### src/rtl/regfile_write_arbiter.sv
// regfile_write_arbiter: round-robin arbiter sharing the single write port
// of the 32x32 register bank among NREQ valid/ready requesters.
//
// Ports:
//   clk        rising-edge clock
//   reset      synchronous, active-high reset
//   req_valid  per-requester write request
//   req_dr     packed destination registers, slice i = [i*ADDR_W +: ADDR_W]
//   req_data   packed write data, slice i = [i*DATA_W +: DATA_W]
//   req_ready  one-hot (or zero) acceptance, combinational
//   dr         registered bank write address
//   wrData     registered bank write data
//   write      registered bank write enable
//   grant_id   requester that caused the current write
//   busy       high while the post-reset clear sweep runs
//
// Optional feature: define REGFILE_ARB_CLEAR_EN to zero every register
// after reset, before any requester is served.

module regfile_write_arbiter #(
    parameter int NREQ   = 4,
    parameter int DATA_W = 32,
    parameter int ADDR_W = 5
) (
    input  logic                     clk,
    input  logic                     reset,
    input  logic [NREQ-1:0]          req_valid,
    input  logic [NREQ*ADDR_W-1:0]   req_dr,
    input  logic [NREQ*DATA_W-1:0]   req_data,
    output logic [NREQ-1:0]          req_ready,
    output logic [ADDR_W-1:0]        dr,
    output logic [DATA_W-1:0]        wrData,
    output logic                     write,
    output logic [2:0]               grant_id,
    output logic                     busy
);

    logic              write_q, write_d;
    logic [ADDR_W-1:0] dr_q, dr_d;
    logic [DATA_W-1:0] wr_data_q, wr_data_d;
    logic [2:0]        grant_id_q, grant_id_d;
    logic [2:0]        rr_ptr_q, rr_ptr_d;

    logic              arb_en;
    logic              win_valid;
    logic [2:0]        win_idx;
    logic [2:0]        win_off;
    logic [3:0]        win_sum;
    logic [3:0]        nxt_ptr;
    logic [NREQ-1:0]   rot_valid;
    logic [ADDR_W-1:0] sel_dr;
    logic [DATA_W-1:0] sel_data;
    logic              xfer;

`ifdef REGFILE_ARB_CLEAR_EN
    typedef enum logic {
        S_CLEAR = 1'b0,
        S_RUN   = 1'b1
    } state_t;

    state_t            state_q, state_d;
    logic [ADDR_W-1:0] cnt_q, cnt_d;

    assign arb_en = (state_q == S_RUN);
    assign busy   = (state_q == S_CLEAR);
`else
    assign arb_en = 1'b1;
    assign busy   = 1'b0;
`endif

    // Rotate the request vector so bit 0 is the requester at rr_ptr; the
    // lowest set bit of the rotated vector is the round-robin winner.
    always_comb begin
        rot_valid = NREQ'(({req_valid, req_valid} >> rr_ptr_q));
        win_valid = 1'b0;
        win_off   = '0;
        for (int k = NREQ - 1; k >= 0; k--) begin
            if (rot_valid[k]) begin
                win_valid = 1'b1;
                win_off   = 3'(k);
            end
        end
        win_sum = 4'(rr_ptr_q) + 4'(win_off);
        if (win_sum >= 4'(NREQ)) begin
            win_idx = 3'(win_sum - 4'(NREQ));
        end else begin
            win_idx = 3'(win_sum);
        end
        nxt_ptr = 4'(win_idx) + 4'd1;
    end

    assign sel_dr   = ADDR_W'(req_dr >> (int'(win_idx) * ADDR_W));
    assign sel_data = DATA_W'(req_data >> (int'(win_idx) * DATA_W));

    // Ready is suppressed during reset so no handshake completes on an
    // edge whose effects the reset discards anyway.
    always_comb begin
        req_ready = '0;
        if (arb_en && win_valid && !reset) begin
            req_ready = {{(NREQ-1){1'b0}}, 1'b1} << win_idx;
        end
    end

    assign xfer = arb_en && win_valid;

    always_comb begin
        write_d    = 1'b0;
        dr_d       = dr_q;
        wr_data_d  = wr_data_q;
        grant_id_d = grant_id_q;
        rr_ptr_d   = rr_ptr_q;
`ifdef REGFILE_ARB_CLEAR_EN
        state_d    = state_q;
        cnt_d      = cnt_q;
        if (state_q == S_CLEAR) begin
            write_d   = 1'b1;
            dr_d      = cnt_q;
            wr_data_d = '0;
            cnt_d     = cnt_q + 1'b1;
            if (&cnt_q) begin
                state_d = S_RUN;
            end
        end
`endif
        if (xfer) begin
            write_d    = 1'b1;
            dr_d       = sel_dr;
            wr_data_d  = sel_data;
            grant_id_d = win_idx;
            if (nxt_ptr >= 4'(NREQ)) begin
                rr_ptr_d = '0;
            end else begin
                rr_ptr_d = 3'(nxt_ptr);
            end
        end
    end

    always_ff @(posedge clk) begin
        if (reset) begin
            write_q    <= 1'b0;
            dr_q       <= '0;
            wr_data_q  <= '0;
            grant_id_q <= '0;
            rr_ptr_q   <= '0;
`ifdef REGFILE_ARB_CLEAR_EN
            state_q    <= S_CLEAR;
            cnt_q      <= '0;
`endif
        end else begin
            write_q    <= write_d;
            dr_q       <= dr_d;
            wr_data_q  <= wr_data_d;
            grant_id_q <= grant_id_d;
            rr_ptr_q   <= rr_ptr_d;
`ifdef REGFILE_ARB_CLEAR_EN
            state_q    <= state_d;
            cnt_q      <= cnt_d;
`endif
        end
    end

    assign write    = write_q;
    assign dr       = dr_q;
    assign wrData   = wr_data_q;
    assign grant_id = grant_id_q;

endmodule

### config.mk
export PLATFORM = sky130hd
export DESIGN_NAME = regfile_write_arbiter
export DESIGN_NICKNAME = d
export VERILOG_FILES = /design/src/rtl/regfile_write_arbiter.sv
export SDC_FILE = /design/constraint.sdc
export NUM_CORES = 1
export LEC_CHECK = 0
export CORE_MARGIN = 2
export CORE_UTILIZATION = 33
export DETAILED_ROUTE_END_ITERATION = 12
export GPL_TIMING_DRIVEN = 1
export PLACE_DENSITY = 0.78
export SYNTH_ARGS = -nofsm -noshare
export SYNTH_HDL_FRONTEND = slang
export SYNTH_SLANG_ARGS = --single-unit
### constraint.sdc
create_clock -name clk -period 4 [get_ports clk]
set_input_delay 0.8 -clock clk [delete_from_list [all_inputs] [get_ports clk]]
set_output_delay 0.8 -clock clk [all_outputs]
set_load 0.01 [all_outputs]
==> results of run 1 <==
[kinds of logic (layout without fill, tap and decap cells)]
kind of cell	Yosys count	count (layout)	synth area share [%]
simple gates	68	68	17.6
compound gates	55	55	14.9
flops	44	44	29.3
buf+inv	38	229	6.94
mux	37	37	27.7
fa+ha+maj	7	7	3.16
other cells	1	1	0.125
xor+xnor	1	1	0.291
[stage by stage]
step / instances / setup TNS, ns
2_1_floorplan: 251 / 0
3_3_place_gp: 543 / -1.97
3_5_place_dp: 543 / -2.13
4_1_cts: 549 / 0
5_1_grt: 550 / 0
6_report: 550 / 0
[power by group]
part | internal [mW] | total (mW) | switching (mW)
combinational | 1.45 | 2.41 | 0.956
sequential | 0.656 | 0.769 | 0.113
clock | 0.113 | 0.244 | 0.131
total | 2.22 | 3.42 | 1.20
[metal layers]
layer	share of wire, %	wire [microns]
met1	36	3500
met2	57	5580
met3	6.2	603
met4	1.2	113
met5	0	0
[critical path: stages]
cell and delay, ns:
sky130_fd_sc_hd__clkbuf_2 0.11, sky130_fd_sc_hd__and2_4 0.16, sky130_fd_sc_hd__buf_4 0.13, sky130_fd_sc_hd__a21oi_1 0.15
sky130_fd_sc_hd__o22ai_2 0.11, sky130_fd_sc_hd__o2bb2ai_2 0.14, sky130_fd_sc_hd__ha_2 0.19, sky130_fd_sc_hd__fa_2 0.60
sky130_fd_sc_hd__inv_2 0.06, sky130_fd_sc_hd__ha_1 0.19, sky130_fd_sc_hd__nor4b_2 0.15, sky130_fd_sc_hd__buf_2 0.18
[placed cells by master, fill, tap and decap left out, types with 2 or more instances in the layout]
cell type / instances
sky130_fd_sc_hd__nor2_2: 2
sky130_fd_sc_hd__clkdlybuf4s50_1: 189
sky130_fd_sc_hd__nor2_1: 5
sky130_fd_sc_hd__nor3_1: 2
sky130_fd_sc_hd__mux4_2: 37
sky130_fd_sc_hd__nor2b_4: 2
sky130_fd_sc_hd__dfxtp_1: 44
sky130_fd_sc_hd__clkbuf_8: 5
sky130_fd_sc_hd__nor4b_1: 37
sky130_fd_sc_hd__a21oi_2: 2
sky130_fd_sc_hd__nand2_1: 2
sky130_fd_sc_hd__o31ai_1: 3
sky130_fd_sc_hd__a31o_1: 37
sky130_fd_sc_hd__or4b_1: 2
sky130_fd_sc_hd__nor4b_4: 3
sky130_fd_sc_hd__buf_2: 5
sky130_fd_sc_hd__nor2b_1: 2
sky130_fd_sc_hd__inv_1: 2
sky130_fd_sc_hd__ha_1: 4
sky130_fd_sc_hd__dlymetal6s2s_1: 3
sky130_fd_sc_hd__buf_4: 23
[registers in the layout (all words and copies together) (netlist names)]
name	flops
write	1
grant_id	3
wrData	32
rr_ptr_q	3
dr	5
[worst paths after layout]
kind	slack [ns]	cells after the start	endpoint
worst max-delay path	0.22	12	req_ready[0]
worst min-delay path	0.47	2	grant_id[2]$_SDFFE_PP0N_
worst max register to register	0.71	9	wrData[18]$_SDFFE_PP0N_
worst min register to register	0.47	2	grant_id[2]$_SDFFE_PP0N_
[final cells by class]
cell class | count | area, sq um
clock buffers | 5 | 68.8
fillers | 723 | 3480
inverters | 3 | 11.3
multi-input cells | 169 | 2050
flip-flops and latches | 44 | 881
well taps | 108 | 135
repair buffers | 221 | 2130
[repair_timing]
action | 4_1_cts | 5_1_grt
pin swaps | 2 | 6
resized for setup | 29 | 16
endpoints found under the setup margin | 4 | 4
setup buffers | 1 | 1
hold buffers | 0 | 0
==> results.py, run 1 <==
metrics = {
    "run_status": {
        "status": "complete, no violations",
    },
    "timing": {
        "timing.final.setup_violations": 0,
        "finalHoldViolCount": 0,
        "max_slew_margin_pct": 50.8,
        "grt_setup_unrepaired": "false",
        "layout_setup_ws_ns": 0.224,
        "slew_violations": 0,
        "tightest_slew_ns": 0.735,
        "timing.final.crit_period_ns": 3.78,
        "finalHoldWorstSlack_ns": 0.470,
        "max_fclk_mhz": 265,
        "period_utilisation_layout_pct": 94.4,
        "final.setup_skew_ns": 0.00765,
    },
    "power": {
        "peakVddDrop_mv": 0.347,
        "finalPower_mw": 3.42,
        "cellLeakagePower_nw": 1.85,
        "power_density_mw_per_mm2": 648,
    },
    "synth": {
        "synth_enable_flop_cells": 0,
        "post_synthesis_cell_count": 251,
        "list_of_most_frequent_post_synthesis_cells": "sky130_fd_sc_hd__dfxtp_1, sky130_fd_sc_hd__nor4b_1, sky130_fd_sc_hd__a31o_1, sky130_fd_sc_hd__mux4_2",
        "ys_async_sr_fraction_pct": 0,
        "ys_top_cells_by_area": "sky130_fd_sc_hd__dfxtp_1, sky130_fd_sc_hd__mux4_2, sky130_fd_sc_hd__nor4b_1",
        "yosysSeqAreaShare_pct": 29.3,
        "avgSynthCellArea_sq_um": 12.0,
        "postSynthRegisterBits": 44,
        "mappedNetlistNets": 412,
        "synth_top_area_share_pct": 29.3,
        "synthFlopType": "sky130_fd_sc_hd__dfxtp_1",
        "syn_area_sq_mm": 0.00301,
        "yosysWarningCount": 0,
        "yosysUniqueCellTypes": 39,
        "synth_top_cell_by_area": "sky130_fd_sc_hd__dfxtp_1",
        "post-synth-top-count-cell": "sky130_fd_sc_hd__dfxtp_1",
    },
    "critical_path": {
        "critical_path_required_ns": 3.20,
        "regToRegStartpoint": "rr_ptr_q[0]$_SDFFE_PP0N_",
        "timing.critical_path.to_type": "output port",
        "setup.worst_path.start": "req_valid[2]",
        "crit_type": "in2out",
        "path_max_fanout": 4,
        "cp_data_arrival_time_ns": 2.98,
        "sort_of_element_at_the_start_of_the_critical_path": "primary input",
    },
    "floorplanning": {
        "die-area_sq_mm": 0.00990,
        "fp-row-count": 34,
        "die_x_microns": 99.5,
        "core_area_sq_mm": 0.00876,
        "top_level_ports": 200,
        "fp.dieH_microns": 99.5,
        "initial_util_pct": 34.3,
    },
    "clock_network": {
        "tritoncts": "built",
        "cts_sink_cnt": 44,
        "h_tree_level_count": 2,
        "clock_latency_reported_for_the_late_side_of_the_worst_skew_pair_ns": 0.28,
        "clkTransAtPathRegs_ns": 0.07,
        "cts-buffers-inserted": 5,
        "clock_path_buffers": 2,
        "clk_root_buffer_cell": "sky130_fd_sc_hd__clkbuf_8",
    },
    "drt": {
        "drt_first_pass_iters": 4,
        "drtIter0Drc": 66,
        "avgViaCountPerCell": 5.46,
        "drt_drc": 0,
        "finalWirelength_mm": 9.80,
        "routedWlPerCell_microns": 17.8,
        "via_count": 3005,
        "final_antenna_net_count": 0,
    },
    "run": {
        "drv.max_cap_violation_count": 0,
    },
    "final_layout": {
        "utilization_pct": 60.3,
        "postLayoutCellArea_sq_mm": 0.00528,
        "synthToLayoutAreaGrowth_pct": 75.6,
        "drive_gt1_share_pct": 21.7,
        "nets": 605,
        "final_antenna_diode_count": 0,
    },
    "grt": {
        "grtUsageMet2_pct": 37.6,
        "via_count_of_the_first_global_routing_pass": 3275,
        "wire_length_of_the_first_global_routing_pass_mm": 15.7,
        "grt_busiest_layer": "met2",
        "grt_antenna_before_repair": 0,
        "met1_track_demand_over_resource_pct": 21.9,
        "grt_residual_overflow": 0,
        "grtUsageMet3_pct": 4.36,
        "grt_start_max_net_pins": 44,
        "grtUsageTotal_pct": 19.7,
    },
    "worst_hold_path": {
        "worstHoldStart": "grant_id[2]$_SDFFE_PP0N_",
        "min_path_type": "reg2reg",
    },
    "place": {
        "post-place-ws_ns": -0.587,
        "gp_routability_congestion": 0.881,
        "portBuffers": 198,
        "hpwlAfterDp_mm": 7.38,
        "placed_instance_area_sq_mm": 0.00511,
    },
}
Note: power is estimated with default switching activity, not from simulation.
==> run 2, diff against run 1 <==
--- a/config.mk
+++ b/config.mk
@@ -6,10 +6,12 @@
 export NUM_CORES = 1
 export LEC_CHECK = 0
 export CORE_MARGIN = 2
-export CORE_UTILIZATION = 33
+export CORE_UTILIZATION = 34
+export CTS_BUF_LIST = sky130_fd_sc_hd__clkbuf_4 sky130_fd_sc_hd__clkbuf_8
 export DETAILED_ROUTE_END_ITERATION = 12
 export GPL_TIMING_DRIVEN = 1
-export PLACE_DENSITY = 0.78
+export PLACE_DENSITY = 0.8
+export SKIP_CTS_REPAIR_TIMING = 1
 export SYNTH_ARGS = -nofsm -noshare
 export SYNTH_HDL_FRONTEND = slang
 export SYNTH_SLANG_ARGS = --single-unit
==> results.py, run 2 (synthesis results as in run 1) <==
metrics = {
    "run_status": {
        "status": "complete, no violations",
    },
    "power": {
        "pwr-share-clk_pct": 8.6,
        "power.switching_mw": 1.23,
        "cell_internal_pwr_mw": 2.28,
        "power.switching_fraction_pct": 35.1,
        "pwr-share-comb_pct": 69.5,
        "part_of_the_total_power_dissipated_in_sequential_elements_pct": 21.9,
        "cellLeakagePower_nw": 1.87,
        "peakVddDrop_mv": 0.399,
        "power_density_mw_per_mm2": 659,
    },
    "critical_path": {
        "sort_of_element_at_the_start_of_the_critical_path": "primary input",
        "regToRegStartpoint": "rr_ptr_q[0]$_SDFFE_PP0N_",
        "critPathSlowestCell": "sky130_fd_sc_hd__fa_2",
        "worst_r2r_endpoint": "wrData[6]$_SDFFE_PP0N_",
        "critical_path_buf_inv_count": 3,
        "timing.critical_path.to_type": "output port",
        "setup.reg_to_reg.worst_slack_ns": 0.65,
        "rr_worst_depth": 9,
        "crit_type": "in2out",
        "path_max_fanout": 5,
        "timing.critical_path.cells": "dlymetal6s2s_1, and2_4, buf_4, a21oi_1, o22ai_1, o2bb2ai_1, ha_2, fa_2, ha_1, nor4b_4, buf_2",
        "critical_path_required_ns": 3.20,
        "cp_data_arrival_time_ns": 3.04,
        "slowest_delay_ns": 0.63,
        "worst_path_dominant_cell_family": "adder cells",
    },
    "clock_network": {
        "clock_path_buffers": 2,
        "cts-buffers-inserted": 5,
        "clk_root_buffer_cell": "sky130_fd_sc_hd__clkbuf_8",
        "tritoncts": "built",
        "cts_sink_cnt": 44,
        "clock_latency_reported_for_the_late_side_of_the_worst_skew_pair_ns": 0.29,
        "h_tree_level_count": 2,
        "clkTransAtPathRegs_ns": 0.08,
    },
    "floorplanning": {
        "initial_util_pct": 34.8,
        "core_area_sq_mm": 0.00864,
        "fp-row-count": 34,
        "top_level_ports": 200,
        "die_x_microns": 98.1,
        "fp.dieH_microns": 98.1,
        "die-area_sq_mm": 0.00962,
    },
    "grt": {
        "grt_residual_overflow": 0,
        "wire_length_of_the_first_global_routing_pass_mm": 15.7,
        "grt_start_max_net_pins": 44,
        "via_count_of_the_first_global_routing_pass": 3106,
        "grt_antenna_before_repair": 0,
        "grtUsageTotal_pct": 20.2,
    },
    "place": {
        "placed_instance_area_sq_mm": 0.00511,
        "cells_after_dpl": 544,
        "hpwlAfterDp_mm": 7.38,
        "gp_routability_congestion": 0.866,
        "portBuffers": 198,
    },
    "final_layout": {
        "stdcell_count": 553,
        "most_common_library_cell_in_the_layout_ignoring_fill_and_taps": "sky130_fd_sc_hd__clkdlybuf4s50_1",
        "postLayoutCellArea_sq_mm": 0.00534,
        "nets": 605,
        "drive_gt1_share_pct": 22.0,
        "final_antenna_diode_count": 0,
        "max_ffs_per_register": 32,
        "synthToLayoutAreaGrowth_pct": 77.3,
        "most-common-layout-cells": "sky130_fd_sc_hd__clkdlybuf4s50_1, sky130_fd_sc_hd__dfxtp_1, sky130_fd_sc_hd__mux4_2, sky130_fd_sc_hd__nor4b_1, sky130_fd_sc_hd__a31o_1",
    },
    "timing": {
        "final.setup_skew_ns": 0.00436,
        "timing.final.crit_period_ns": 3.84,
        "grt_setup_unrepaired": "false",
        "period_utilisation_layout_pct": 96.0,
        "max_fclk_mhz": 260,
        "timing.final.setup_violations": 0,
        "fin_tns_setup_ns": 0,
        "tightest_slew_ns": 0.715,
        "slew_violations": 0,
        "finalHoldViolCount": 0,
        "max_slew_margin_pct": 52.4,
        "finalHoldWorstSlack_ns": 0.477,
    },
    "drt": {
        "routedWlPerCell_microns": 18.3,
        "avgViaCountPerCell": 5.43,
        "drtIter0Drc": 78,
        "drt_first_pass_iters": 4,
        "via_count": 3004,
        "drt_drc": 0,
        "final_antenna_net_count": 0,
        "finalWirelength_mm": 10.1,
    },
    "worst_hold_path": {
        "worstHoldStart": "grant_id[2]$_SDFFE_PP0N_",
        "min_path_type": "reg2reg",
        "endpoint_of_the_worst_hold_timing_path": "grant_id[2]$_SDFFE_PP0N_",
        "timing.hold.worst_path_depth": 2,
    },
    "run": {
        "drv.max_cap_violation_count": 0,
    },
}
[run 2: area by class of cell]
class | count | area (sq um)
flip-flops and latches | 44 | 881
multi-input cells | 169 | 2060
clock buffers | 8 | 97.6
well taps | 108 | 135
fillers | 713 | 3300
inverters | 3 | 11.3
repair buffers | 221 | 2150
[run 2: routing by layer]
metal  global-route usage [%]  part of all wire, %
met4                     4.59                 0.94
met5                        0                    0
met2                     37.3                   56
met3                     4.15                  4.9
met1                     24.0                   38
[run 2: power by group through the flow]
| stage | Sequential, mW | Combinational [mW] | Clock, mW |
|---|---|---|---|
| 6_report | 0.769 | 2.45 | 0.302 |
| 5_1_grt | 0.799 | 2.62 | 0.331 |
| 4_1_cts | 0.763 | 2.42 | 0.313 |
| 3_5_place_dp | 0.772 | 2.41 | 0 |
| 3_3_place_gp | 0.760 | 2.36 | 0 |
| 2_1_floorplan | 0.858 | 1.42 | 0 |
[run 2: worst max-delay path by stage]
stage	startpoint	end	slack [ns]	cells after the start
floorplan	req_valid[2]	req_ready[0]	0.08	9
finish	req_valid[2]	req_ready[2]	0.16	11
global placement	req_valid[2]	req_ready[2]	-0.61	10
detailed placement	req_valid[2]	req_ready[2]	-0.59	10
CTS	req_valid[2]	req_ready[2]	-0.64	10
global route	req_valid[2]	req_ready[2]	0.05	11
[run 2: worst min-delay path, cell delays in order, from the launching register on]
cell,delay [ns]
sky130_fd_sc_hd__dfxtp_1,0.32
sky130_fd_sc_hd__nand2b_1,0.07
sky130_fd_sc_hd__o21ai_1,0.05
[run 2: stage by stage]
step	power [mW]	utilization, %	worst slack, ns
4_1_cts	3.50	60.4	-0.639
6_report	3.52	61.8	0.158
3_5_place_dp	3.18	59.2	-0.593
5_1_grt	3.75	61.8	0.0549
3_3_place_gp	3.12	59.2	-0.612
2_1_floorplan	2.28	-	0.0763
==> variant 1: new RTL, config.mk and constraints of run 2 <==
The parameter `DATA_W` goes from 32 to 16.
--- a/src/rtl/regfile_write_arbiter.sv
+++ b/src/rtl/regfile_write_arbiter.sv
@@ -19,7 +19,7 @@
 
 module regfile_write_arbiter #(
     parameter int NREQ   = 4,
-    parameter int DATA_W = 32,
+    parameter int DATA_W = 16,
     parameter int ADDR_W = 5
 ) (
     input  logic                     clk,
Ports: changed (resized req_data and wrData); port bits go from 200 to 120. The function was not compared with the original's and may differ.
==> variant 1 against run 2 <==
Sequential cell count down 16. Final area down 34%. Area after synthesis down 30%. Clock skew down 0.0023 ns. Total power down 40%. Maximum frequency down 0.54%. Sequential share of layout area down 0.53 points. Wire length down 35%. Setup slack worse by 0.021 ns. Utilization down 3.2 points.
==> variant 1: results (changes against run 2) <==
CTS
  – Worst-path clk slew: 0.09 ns
  – Root Buffer: clkbuf_8 (unchanged)
  – CTS Buf Count: 3 (was 5)
  – Htree depth: 1 (was 2)
  – Worst-Skew Late Latency: 0.27 ns (was 0.29 ns)
  – CTS Buffer Depth: 2 (unchanged)

Placement
  – Total placed instance area: 3360 um2 (was 5110 um2)
  – Port bufs: 118 (was 198)
  – Placed insts: 387 (was 544)
  – Dpl hpwl: 4800 um (was 7380 um)
  – Place WS: -0.735 ns (was -0.593 ns)
  – RePlAce Congestion: 0.777 (was 0.866)

Logic synthesis
  – Main synth FF type: dfxtp_1 (unchanged)
  – Synth Warn #: 0 (unchanged)
  – Synth unique cells: 44 (was 39)
  – Post-synth ARST share: 0% (unchanged)
  – Synth Instances: 199 (was 251)
  – Synth cell count leaders: a21oi_1, dfxtp_1, nand3_1 (was dfxtp_1, nor4b_1, a31o_1, mux4_2)
  – Seq/Total Area, Yosys: 26.4% (was 29.3%)
  – Mapped Area: 2120 um2 (was 3010 um2)
  – Syn Nets: 296 (was 412)
  – Area contributors post-synth: dfxtp_1, mux4_2, mux4_1, a21oi_1, o211ai_1 (was dfxtp_1, mux4_2, nor4b_1, a31o_1, ha_1)

Timing
  – Clk_skew: 0.00202 ns (was 0.00436 ns)
  – Max_slew headroom: 55.8% (was 52.4%)

Layout
  – Number of flip-flops in the largest register: 16 (was 32)
  – Final net count: 415 (was 605)
  – Fill cells: 516 (was 713)
  – Share of cells above drive strength 1: 20.8% (was 22.0%)
  – ANT cells: 0 (unchanged)

Run status
  – Status: finished, final reports clean (unchanged)

Routing
  – DRT Wirelength: 6600 um (was 10100 um)
  – Routed wire per std cell: 16.8 um (was 18.3 um)
  – 1st-iter DRT viols: 109 (was 78)
  – Vias: 2174 (was 3004)
  – DRT Pass-1 Iters: 4 (unchanged)

Power and ir drop
  – Maximum VDD drop: 0.310 mV (was 0.399 mV)
  – Leakage: 1.29 nW (was 1.87 nW)
  – Internal Pwr Total: 1.34 mW (was 2.28 mW)

Setup path
  – Worst Path Arrival: 3.06 ns (was 3.04 ns)
  – Top Family by Delay on Critical Path: adder cells (unchanged)
  – R2R depth: 9 (unchanged)
  – CP max FO: 6 (was 5)
  – Crit-path slowest cell: fa_2 (unchanged)
  – Biggest cell delay along the critical path: 0.50 ns (was 0.63 ns)

Global route
  – Gr usage total: 18.4% (was 20.2%)
  – Vias in the first global route: 2330 (was 3106)
  – First-pass GRT wire length: 10600 um (was 15700 um)
  – Initial antenna violation count: 0 (unchanged)
  – Largest net degree at the start of global routing: 30 (was 44)

Hold path
  – Hold Crit Depth: 2 (unchanged)
  – Hold Path Class: flip-flop to flip-flop (unchanged)
variant 1: cell types whose count changed after synthesis, sizes merged, moves of 21 or more:
cell    before  now
a21oi        3   28
nor4b       41    4
o211ai       0   21
a31o        38    0
nand3        1   25
variant 1: power groups by stage:
stage	sequential, mW	clock, mW	combinational [mW]
floorplan	0.515	0	0.934
finish	0.477	0.173	1.47
global placement	0.476	0	1.40
detailed placement	0.482	0	1.43
global route	0.495	0.193	1.58
CTS	0.474	0.178	1.44
variant 1: cells by family (layout without fill, tap and decap cells):
kind of cell,Yosys count,in the layout,synth area share (%)
AO/OA/AOI/OAI,64,64,20.2
XOR/XNOR,1,1,0.413
adder cells (fa/ha/maj),7,7,4.48
buffers and inverters,28,146,9.50
flip-flops,28,28,26.4
multiplexers,24,24,25.5
other,1,1,0.177
AND/OR/NAND/NOR,46,46,13.2
variant 1: metal layers:
metal | global-route usage, % | wire (um)
met1 | 19.7 | 2530
met2 | 36.3 | 3530
met3 | 4.17 | 445
met4 | 4.17 | 90
met5 | 0 | 0
variant 1: layout make-up:
class                           instances  area, um2  share of cell area, %
Timing Repair Buffer                  138       1330                   37.8
Clock buffer                            4       55.1                   1.57
Sequential cell                        28        561                   16.0
Tap cell                               75       93.8                   2.68
Inverter                                4       15.0                  0.428
Multi-Input combinational cell        143       1460                   41.6
variant 1: worst paths after layout:
kind,slack [ns],to,start
setup reg to reg,0.71,rr_ptr_q[1],rr_ptr_q[0]
hold / removal,0.46,grant_id[2],grant_id[2]
hold reg to reg,0.46,grant_id[2],grant_id[2]
setup / recovery,0.14,req_ready[0],req_valid[2]
==> variant 2: new RTL, config.mk and constraints of run 2 <==
Without the edit above. `wr_data_q` no longer has a reset.
--- a/src/rtl/regfile_write_arbiter.sv
+++ b/src/rtl/regfile_write_arbiter.sv
@@ -139,7 +139,6 @@
         if (reset) begin
             write_q    <= 1'b0;
             dr_q       <= '0;
-            wr_data_q  <= '0;
             grant_id_q <= '0;
             rr_ptr_q   <= '0;
 `ifdef REGFILE_ARB_CLEAR_EN
@@ -149,7 +148,6 @@
         end else begin
             write_q    <= write_d;
             dr_q       <= dr_d;
-            wr_data_q  <= wr_data_d;
             grant_id_q <= grant_id_d;
             rr_ptr_q   <= rr_ptr_d;
 `ifdef REGFILE_ARB_CLEAR_EN
@@ -159,6 +157,10 @@
         end
     end
 
+    always_ff @(posedge clk) begin
+        wr_data_q <= wr_data_d;
+    end
+
     assign write    = write_q;
     assign dr       = dr_q;
     assign wrData   = wr_data_q;
Check against the original RTL: not equivalent (Yosys sat finds a counterexample within 4 cycles, from zero or initial values and one cycle with reset high).
==> variant 2 against run 2 <==
Hold slack worse by 0.0073 ns. Largest cell class unchanged. Area after synthesis is 4.0% lower. Total power is 4.8% lower. Wire length is 12% lower. Sequential cell count stayed put. Setup slack better by 0.034 ns. Final area is 4.0% lower. Critical endpoint is now req_ready[3]. Critical path type unchanged.
==> variant 2: results (changes against run 2) <==
Run status
  – Status: finished, final reports clean (unchanged)

Logic synthesis
  – Mapped Area: 2890 um2 (was 3010 um2)
  – Synth cell count leaders: mux4_2, and2_1, edfxtp_1 (was dfxtp_1, nor4b_1, a31o_1, mux4_2)
  – Synth Area in Compound Gates: 6.58% (was 14.9%)
  – Post-synth EDFFs: 32 (was 0)
  – Synth Instances: 216 (was 251)
  – Xor and xnor area share after synthesis: 0.303% (was 0.291%)
  – Synth unique cells: 42 (was 39)
  – Area contributors post-synth: edfxtp_1, mux4_2, dfxtp_1, and2_1, ha_1 (was dfxtp_1, mux4_2, nor4b_1, a31o_1, ha_1)
  – Seq/Total Area, Yosys: 41.6% (was 29.3%)
  – Syn Nets: 377 (was 412)

Setup path
  – Biggest cell delay along the critical path: 0.55 ns (was 0.63 ns)
  – Worst Path Arrival: 3.01 ns (was 3.04 ns)

Power and ir drop
  – Clk. pwr: 277 uW (was 302 uW)
  – Internal Pwr Total: 2.24 mW (was 2.28 mW)
  – Sequential power share: 26.1% (was 21.9%)

Global route
  – Vias in the first global route: 2738 (was 3106)
  – Met1 GRT Util: 20.2% (was 24.0%)
  – Met2 Use GR: 33.8% (was 37.3%)
  – Largest net degree at the start of global routing: 40 (was 44)
  – M3 GR Usage: 4.54% (was 4.15%)

Routing
  – 1st-iter DRT viols: 81 (was 78)
  – Met2 wire length: 4770 um (was 5670 um)
  – Routed wire per std cell: 17.1 um (was 18.3 um)

Timing
  – Clk_skew: 0.0140 ns (was 0.00436 ns)
  – Max_slew headroom: 57.5% (was 52.4%)

Layout
  – Share of cells above drive strength 1: 18.0% (was 22.0%)
## variant 2: changes by cell type in the layout (fill, tap and decap cells not counted), moves of 4 or more
cell	delta
o211ai_1	+5
nand3_1	+9
edfxtp_1	+32
and2_1	+32
nor4b_1	-37
a31o_1	-37
a21oi_1	+8
nand2_1	+4
dfxtp_1	-32
buf_4	-6
## variant 2: layout make-up
type | count | area, um2 | area share (%)
repair buffers | 213 | 2090 | 40.8
multi-input cells | 146 | 1590 | 31.0
flip-flops and latches | 44 | 1200 | 23.4
well taps | 105 | 131 | 2.56
clock buffers | 6 | 76.3 | 1.49
inverters | 5 | 21.3 | 0.415
clock inverters | 2 | 11.3 | 0.220
## variant 2: path summary, 6_finish.rpt
| check | start | to | slack (ns) | cells after the start |
|---|---|---|---|---|
| setup reg to reg | rr_ptr_q[0] | wrData[3] | 0.83 | 10 |
| hold reg to reg | dr[0] | dr[0] | 0.47 | 2 |
| hold / removal | dr[0] | dr[0] | 0.47 | 2 |
| setup / recovery | req_valid[0] | req_ready[3] | 0.19 | 12 |
